**config.mk**
```make
export PLATFORM = sky130hd
export DESIGN_NAME = delay_seq_ctrl
export DESIGN_NICKNAME = d
export VERILOG_FILES = /design/src/rtl/delay_pkg.sv /design/src/rtl/delay_ptr_wrap.sv /design/src/rtl/delay_seq_ctrl.sv
export SDC_FILE = /design/constraint.sdc
export NUM_CORES = 1
export LEC_CHECK = 0
export ABC_AREA = 1
export BUFFER_PORTS_ARGS = -buffer_cell sky130_fd_sc_hd__buf_2
export CORE_ASPECT_RATIO = 0.9
export CORE_UTILIZATION = 27
export CTS_CLUSTER_SIZE = 24
export DETAILED_ROUTE_END_ITERATION = 10
export SYNTH_ARGS = -nofsm -noshare
export SYNTH_HDL_FRONTEND = slang
export SYNTH_HIERARCHICAL = 1
export SYNTH_SLANG_ARGS = --single-unit
```
**constraint.sdc**
```tcl
create_clock -name CLK -period 3.36 [get_ports CLK]
set_clock_uncertainty 0.05 [all_clocks]
set_input_delay 0.168 -clock CLK [delete_from_list [all_inputs] [get_ports CLK]]
set_output_delay 0.168 -clock CLK [all_outputs]
set_load 0.03 [all_outputs]
```
**src/rtl/delay_pkg.sv**
```systemverilog
// Shared types and constants for the delay-line sequencer.
// Holds the sequencer state encoding, the delay clamp floor and the RAM read latency.
package delay_pkg;

  typedef enum logic [2:0] {
    IDLE  = 3'd0,
    READ  = 3'd1,
    WAIT  = 3'd2,
    WRITE = 3'd3,
    FLUSH = 3'd4
  } state_t;

  localparam int MIN_DELAY = 1;
  localparam int RAM_LAT   = 1;

endpackage

```
**src/rtl/delay_ptr_wrap.sv**
```systemverilog
// Combinational modular pointer arithmetic over a SIZE-deep ring: (ptr - delay) mod SIZE and ptr+1 mod SIZE.
// Zero latency; no handshake. Inputs must already be < SIZE (delay in 1..SIZE-1).
module delay_ptr_wrap #(
  parameter int ADDR_WIDTH = 14,
  parameter int SIZE       = 12000
) (
  input  logic [ADDR_WIDTH-1:0] ptr,
  input  logic [ADDR_WIDTH-1:0] delay,
  output logic [ADDR_WIDTH-1:0] sub_addr,
  output logic [ADDR_WIDTH-1:0] inc_addr
);

  localparam logic [ADDR_WIDTH:0]   SIZE_W = (ADDR_WIDTH+1)'(SIZE);
  localparam logic [ADDR_WIDTH-1:0] LAST   = ADDR_WIDTH'(SIZE - 1);

  logic [ADDR_WIDTH:0] ptr_w;
  logic [ADDR_WIDTH:0] dly_w;
  logic [ADDR_WIDTH:0] diff;

  assign ptr_w = {1'b0, ptr};
  assign dly_w = {1'b0, delay};

  // One extra bit keeps ptr+SIZE from overflowing before the subtract.
  always_comb begin
    diff = '0;
    if (ptr_w >= dly_w) diff = ptr_w - dly_w;
    else                diff = ptr_w + SIZE_W - dly_w;
    sub_addr = ADDR_WIDTH'(diff);
    inc_addr = (ptr == LAST) ? '0 : ptr + 1'b1;
  end

endmodule

```
**src/rtl/delay_seq_ctrl.sv**
```systemverilog
// Delay-line sequencer: per audio_ready, read at wr_ptr-delay, wait one cycle, write at wr_ptr (mix_valid/mem_we at +3).
// Strobes arriving while busy are dropped and latch overrun. Optional zero-fill build: DELAY_FLUSH_EN.
import delay_pkg::*;

module delay_seq_ctrl #(
  parameter int ADDR_WIDTH    = 14,
  parameter int SIZE          = 12000,
  parameter int DEFAULT_DELAY = 11936
) (
  input  logic                  CLK,
  input  logic                  rst,
  input  logic                  audio_ready,
  input  logic                  en,
  input  logic                  cfg_load,
  input  logic [ADDR_WIDTH-1:0] cfg_delay,
  output logic [ADDR_WIDTH-1:0] mem_raddr,
  output logic [ADDR_WIDTH-1:0] mem_waddr,
  output logic                  mem_we,
  output logic                  mem_wzero,
  output logic                  mix_valid,
  output logic                  mix_sel,
  output logic                  busy,
  output logic                  overrun,
  output logic [ADDR_WIDTH-1:0] delay_cur
);

  localparam logic [ADDR_WIDTH-1:0] MAX_D = ADDR_WIDTH'(SIZE - 1);
  localparam logic [ADDR_WIDTH-1:0] MIN_D = ADDR_WIDTH'(MIN_DELAY);
  localparam logic [ADDR_WIDTH-1:0] DEF_D = ADDR_WIDTH'(DEFAULT_DELAY);
`ifdef DELAY_FLUSH_EN
  localparam state_t RST_STATE = FLUSH;
`else
  localparam state_t RST_STATE = IDLE;
`endif

  state_t                  state;
  state_t                  state_nxt;
  logic [ADDR_WIDTH-1:0]   wr_ptr;
  logic [ADDR_WIDTH-1:0]   waddr_q;
  logic [ADDR_WIDTH-1:0]   delay_clamped;
  logic [ADDR_WIDTH-1:0]   delay_eff;
  logic [ADDR_WIDTH-1:0]   rd_addr;
  logic [ADDR_WIDTH-1:0]   wr_ptr_inc;
  logic                    accept;
`ifdef DELAY_FLUSH_EN
  logic [ADDR_WIDTH-1:0]   flush_cnt;
`endif

  always_comb begin
    delay_clamped = cfg_delay;
    if (cfg_delay < MIN_D)      delay_clamped = MIN_D;
    else if (cfg_delay > MAX_D) delay_clamped = MAX_D;
  end

  // A load coinciding with the strobe takes effect for that very sample.
  assign delay_eff = cfg_load ? delay_clamped : delay_cur;

  delay_ptr_wrap #(
    .ADDR_WIDTH (ADDR_WIDTH),
    .SIZE       (SIZE)
  ) u_wrap (
    .ptr      (wr_ptr),
    .delay    (delay_eff),
    .sub_addr (rd_addr),
    .inc_addr (wr_ptr_inc)
  );

  always_comb begin
    state_nxt = state;
    case (state)
      IDLE: begin
`ifdef DELAY_FLUSH_EN
        if (cfg_load && (delay_clamped != delay_cur)) state_nxt = FLUSH;
        else
`endif
        if (audio_ready && en) state_nxt = READ;
      end
      READ:  state_nxt = WAIT;
      WAIT:  state_nxt = WRITE;
      WRITE: state_nxt = IDLE;
`ifdef DELAY_FLUSH_EN
      FLUSH: if (flush_cnt == MAX_D) state_nxt = IDLE;
`else
      FLUSH: state_nxt = IDLE;
`endif
      default: state_nxt = IDLE;
    endcase
  end

  assign accept = (state == IDLE) && (state_nxt == READ);

  // Write strobes are gated by reset so an interrupted sequence never lands a partial write.
  always_comb begin
    mem_we    = rst && ((state == WRITE) || (state == FLUSH));
    mem_wzero = rst && (state == FLUSH);
    mix_valid = rst && (state == WRITE);
    busy      = (state != IDLE);
`ifdef DELAY_FLUSH_EN
    mem_waddr = (state == FLUSH) ? flush_cnt : waddr_q;
`else
    mem_waddr = waddr_q;
`endif
  end

  always_ff @(posedge CLK or negedge rst) begin
    if (!rst) begin
      state     <= RST_STATE;
      wr_ptr    <= '0;
      waddr_q   <= '0;
      mem_raddr <= '0;
      delay_cur <= DEF_D;
      mix_sel   <= 1'b0;
      overrun   <= 1'b0;
    end else begin
      state <= state_nxt;
      if (cfg_load) delay_cur <= delay_clamped;
      if (audio_ready && ((state != IDLE) || (state_nxt == FLUSH))) overrun <= 1'b1;
      if (accept) begin
        mem_raddr <= rd_addr;
        mix_sel   <= 1'b1;
      end else if ((state == IDLE) && audio_ready && !en) begin
        mix_sel <= 1'b0;
      end
      if (state == WAIT)  waddr_q <= wr_ptr;
      if (state == WRITE) wr_ptr  <= wr_ptr_inc;
`ifdef DELAY_FLUSH_EN
      if ((state == FLUSH) && (flush_cnt == MAX_D)) wr_ptr <= '0;
`endif
    end
  end

`ifdef DELAY_FLUSH_EN
  always_ff @(posedge CLK or negedge rst) begin
    if (!rst) begin
      flush_cnt <= '0;
    end else if (state == FLUSH) begin
      flush_cnt <= (flush_cnt == MAX_D) ? '0 : flush_cnt + 1'b1;
    end
  end
`endif

endmodule

```
==> flow_summary_export.csv <==
group,metric,value,unit
logic_synthesis,synth_area,4830,um^2
finish,fillers,1924,
clock_tree,cts_sinks,61,
placed_design,port-buffer-count,66,
global_route,antenna_found_initial,0,
finish,ff_latch_area,1530,um^2
drt,ant_nets,0,
finish,drive_above_1_share,0.142,
logic_synthesis,ys_ff_latch,61,
pwr,power_frac_seq,0.228,
sta,rsz0062_at_grt,"false",
worst_setup_path,cp.arrival,3.05,ns
run_status,status,"complete, but fails checks",
worst_setup_path,crit_path_start_kind,"input port",
clock_tree,htree_levels,3,
logic_synthesis,syn-num-nets,764,
clock_tree,cts-root-buf,"clkbuf_16",
clock_tree,cts_resized,0,
logic_synthesis,ys_warn_count,6,
worst_setup_path,required,3.58,ns
sta,fmax,353,MHz
clock_tree,clk_path_buf_depth,2,
logic_synthesis,netlist.area_leader.share,0.285,
pwr,p_comb_frac,0.577,
finish,layout_common_cells,"nand2_1, inv_1, nor2_1, buf_2, dfrtp_1",
drt,vias_per_cell,4.47,
job,maxCapViolations,0,
finish,fin_nets,837,
drt,wl,13100,um
floorplanning,core_area,17600,um^2
clock_tree,cts.clk_slew.worst_paths,0.06,ns
sta,setup_violations,0,
sta,slew_headroom,0.388,
worst_setup_path,end_kind,"register",
logic_synthesis,synth_edf_count,0,
logic_synthesis,ys_async_sr_fraction,1.00,
drt,wl_per_cell,12.8,um
clock_tree,worstSkewPairLatency,0.34,ns
logic_synthesis,synth_ff_type,"dfrtp_1",
worst_setup_path,worst_path_max_delay_cell,"fa_1",
pwr,p_sw,2.67,mW
global_route,grt_pass1_wl,22400,um
drt,first_pass_iters,8,
sta,min_period_over_period,0.843,
worst_setup_path,max_stage_delay,0.46,ns
worst_setup_path,path_class,"in2reg",
global_route,overflow,0,
worst_setup_path,path_cells,"buf_2 > nand2_1 > o21ai_0 > nand2_2 > nand3_1 > nand2_1 > nand2_1 > inv_1 > ha_1 > ha_1 > fa_1 > nand3_1 > nand3_1 > a21oi_1 > xnor2_1 > nand2_1 > nand2_1 > nand3_1 > nand2_1",
logic_synthesis,ys_types,37,
floorplanning,placementRows,46,
sta,whs,0.112,ns
floorplanning,dieHeight,129,um
pwr,clock_power_share,0.195,
pwr,intPower,2.70,mW
sta,drv_slew,0,
global_route,grtUsageTotal,0.156,
global_route,grt_max_degree,40,
logic_synthesis,syn_inst,703,
finish,antennaDiodeCount,0,
hold_path,hold_class,"in2reg",
worst_setup_path,cp_max_fo,9,
logic_synthesis,syn_area_per_cell,6.87,um^2
finish,area_delta_synth_final,19.8,%
pwr,swShare,0.498,
sta,period_needed,2.83,ns
clock_tree,cts_tree,"yes",
finish,final_common_cell,"nand2_1",
clock_tree,cts-buffers-inserted,9,
run_status,violations,"DRC",
pwr,vdd_ir_drop_max,0.000351,V
floorplanning,start_util,0.275,
sta,finalHoldViolations,0,
sta,fin_setup_tns,0,ns
placed_design,gp_congestion,0.965,
drt,vias,4560,
logic_synthesis,synth_top_cell_by_area,"dfrtp_1",
global_route,grt_pass1_vias,4524,
pwr,cellPowerDensity,928,nW/um^2
pwr,leakage,3.20,nW
floorplanning,io-pin-count,67,
floorplanning,chipWidth,143,um
logic_synthesis,synth_area_leaders,"dfrtp_1, nand2_1, ha_1, inv_1, nor2_1",
finish,multi_input_comb_area,2790,um^2
floorplanning,die_area,18400,um^2
drt,drc,1,
logic_synthesis,ys_seq_area_frac,0.318,
worst_setup_path,cp_common_cell,"nand2_1",
drt,drt_iter0_markers,254,
sta,worst_pin_slew,0.915,ns
placed_design,hpwl,10700,um
## metrics by stage
step,instances,instance area [um^2],utilization,total power [mW],setup slack [ns]
final,1021,5790,0.330,5.37,0.527
after global placement,1003,5430,0.309,4.31,0.225
after detailed placement,1003,5430,0.309,4.31,0.213
after CTS,1021,5790,0.330,5.39,0.565
after global routing,1021,5790,0.330,5.87,0.236
after floorplan,703,4830,-,3.45,0.686
## worst max-delay path, delay by kind of cell
family                   cells  cell delay (ns)
AND/OR/NAND/NOR             11             1.09
adder cells (fa/ha/maj)      3             1.05
AO/OA/AOI/OAI                2             0.44
buffers and inverters        2             0.17
XOR/XNOR                     1             0.14
## what timing repair did
action	4_1_cts	5_1_grt
setup endpoints to repair	0	0
hold buffers	2	0
endpoints found under the hold margin	23	0
setup buffers	0	0
## cells in the mapped netlist, drive strengths merged (4+ instances only)
library cell,n
nand2,222
inv,114
nor2,77
dfrtp,55
nand3,49
o21ai,35
ha,34
a21oi,26
nand4,15
xor2,15
nand3b,9
fa,8
nor3,8
buf,6
clkbuf,6
dfstp,6
xnor2,4
## final timing paths
kind                                             to  slack, ns  cells after the start              startpoint
max in group asynchronous    delay_cur[5]$_DFF_PN1_       2.00                      4                     rst
min reg2reg                     overrun$_DFFE_PN0P_       0.41                      1     overrun$_DFFE_PN0P_
max reg2reg                mem_raddr[7]$_DFFE_PN0P_       0.67                     14  delay_cur[1]$_DFF_PN0_
min in group asynchronous        state[2]$_DFF_PN0_       0.15                      2                     rst
max                        mem_raddr[7]$_DFFE_PN0P_       0.53                     19           cfg_delay[10]
min                          delay_cur[8]$_DFF_PN0_       0.11                      3            cfg_delay[8]
## routing by layer
layer,global-route usage,share of wire
met3,0.0272,0.035
met1,0.208,0.50
met2,0.254,0.45
met5,0,0
met4,0.0582,0.024
## cells by family after synthesis
family / Yosys count / synth area share
flip-flops: 61 / 0.318
adder cells (fa/ha/maj): 42 / 0.121
AND/OR/NAND/NOR: 385 / 0.348
other: 1 / 0.000776
buffers and inverters: 127 / 0.105
AO/OA/AOI/OAI: 68 / 0.0738
XOR/XNOR: 19 / 0.0344
## power groups by stage
stage / combinational (mW) / clock (mW) / sequential (mW)
final: 3.10 / 1.04 / 1.22
after global routing: 3.50 / 1.10 / 1.27
after CTS: 3.09 / 1.07 / 1.23
after detailed placement: 3.08 / 0 / 1.24
after global placement: 3.08 / 0 / 1.24
after floorplan: 1.91 / 0 / 1.54
## sequential cells by signal (all words and copies together), names as in the netlist
register	flops
mem_raddr	14
mem_waddr	14
overrun	1
state	3
mix_sel	1
delay_cur	14
wr_ptr	14
## layout make-up
type / instances / share of cell area
Clock buffer: 10 / 0.0413
Clock inverter: 6 / 0.0162
Inverter: 115 / 0.0746
Multi-Input combinational cell: 515 / 0.482
Sequential cell: 61 / 0.265
Tap cell: 240 / 0.0519
Timing Repair Buffer: 74 / 0.0683
Note: power is estimated with default switching activity, not from simulation.
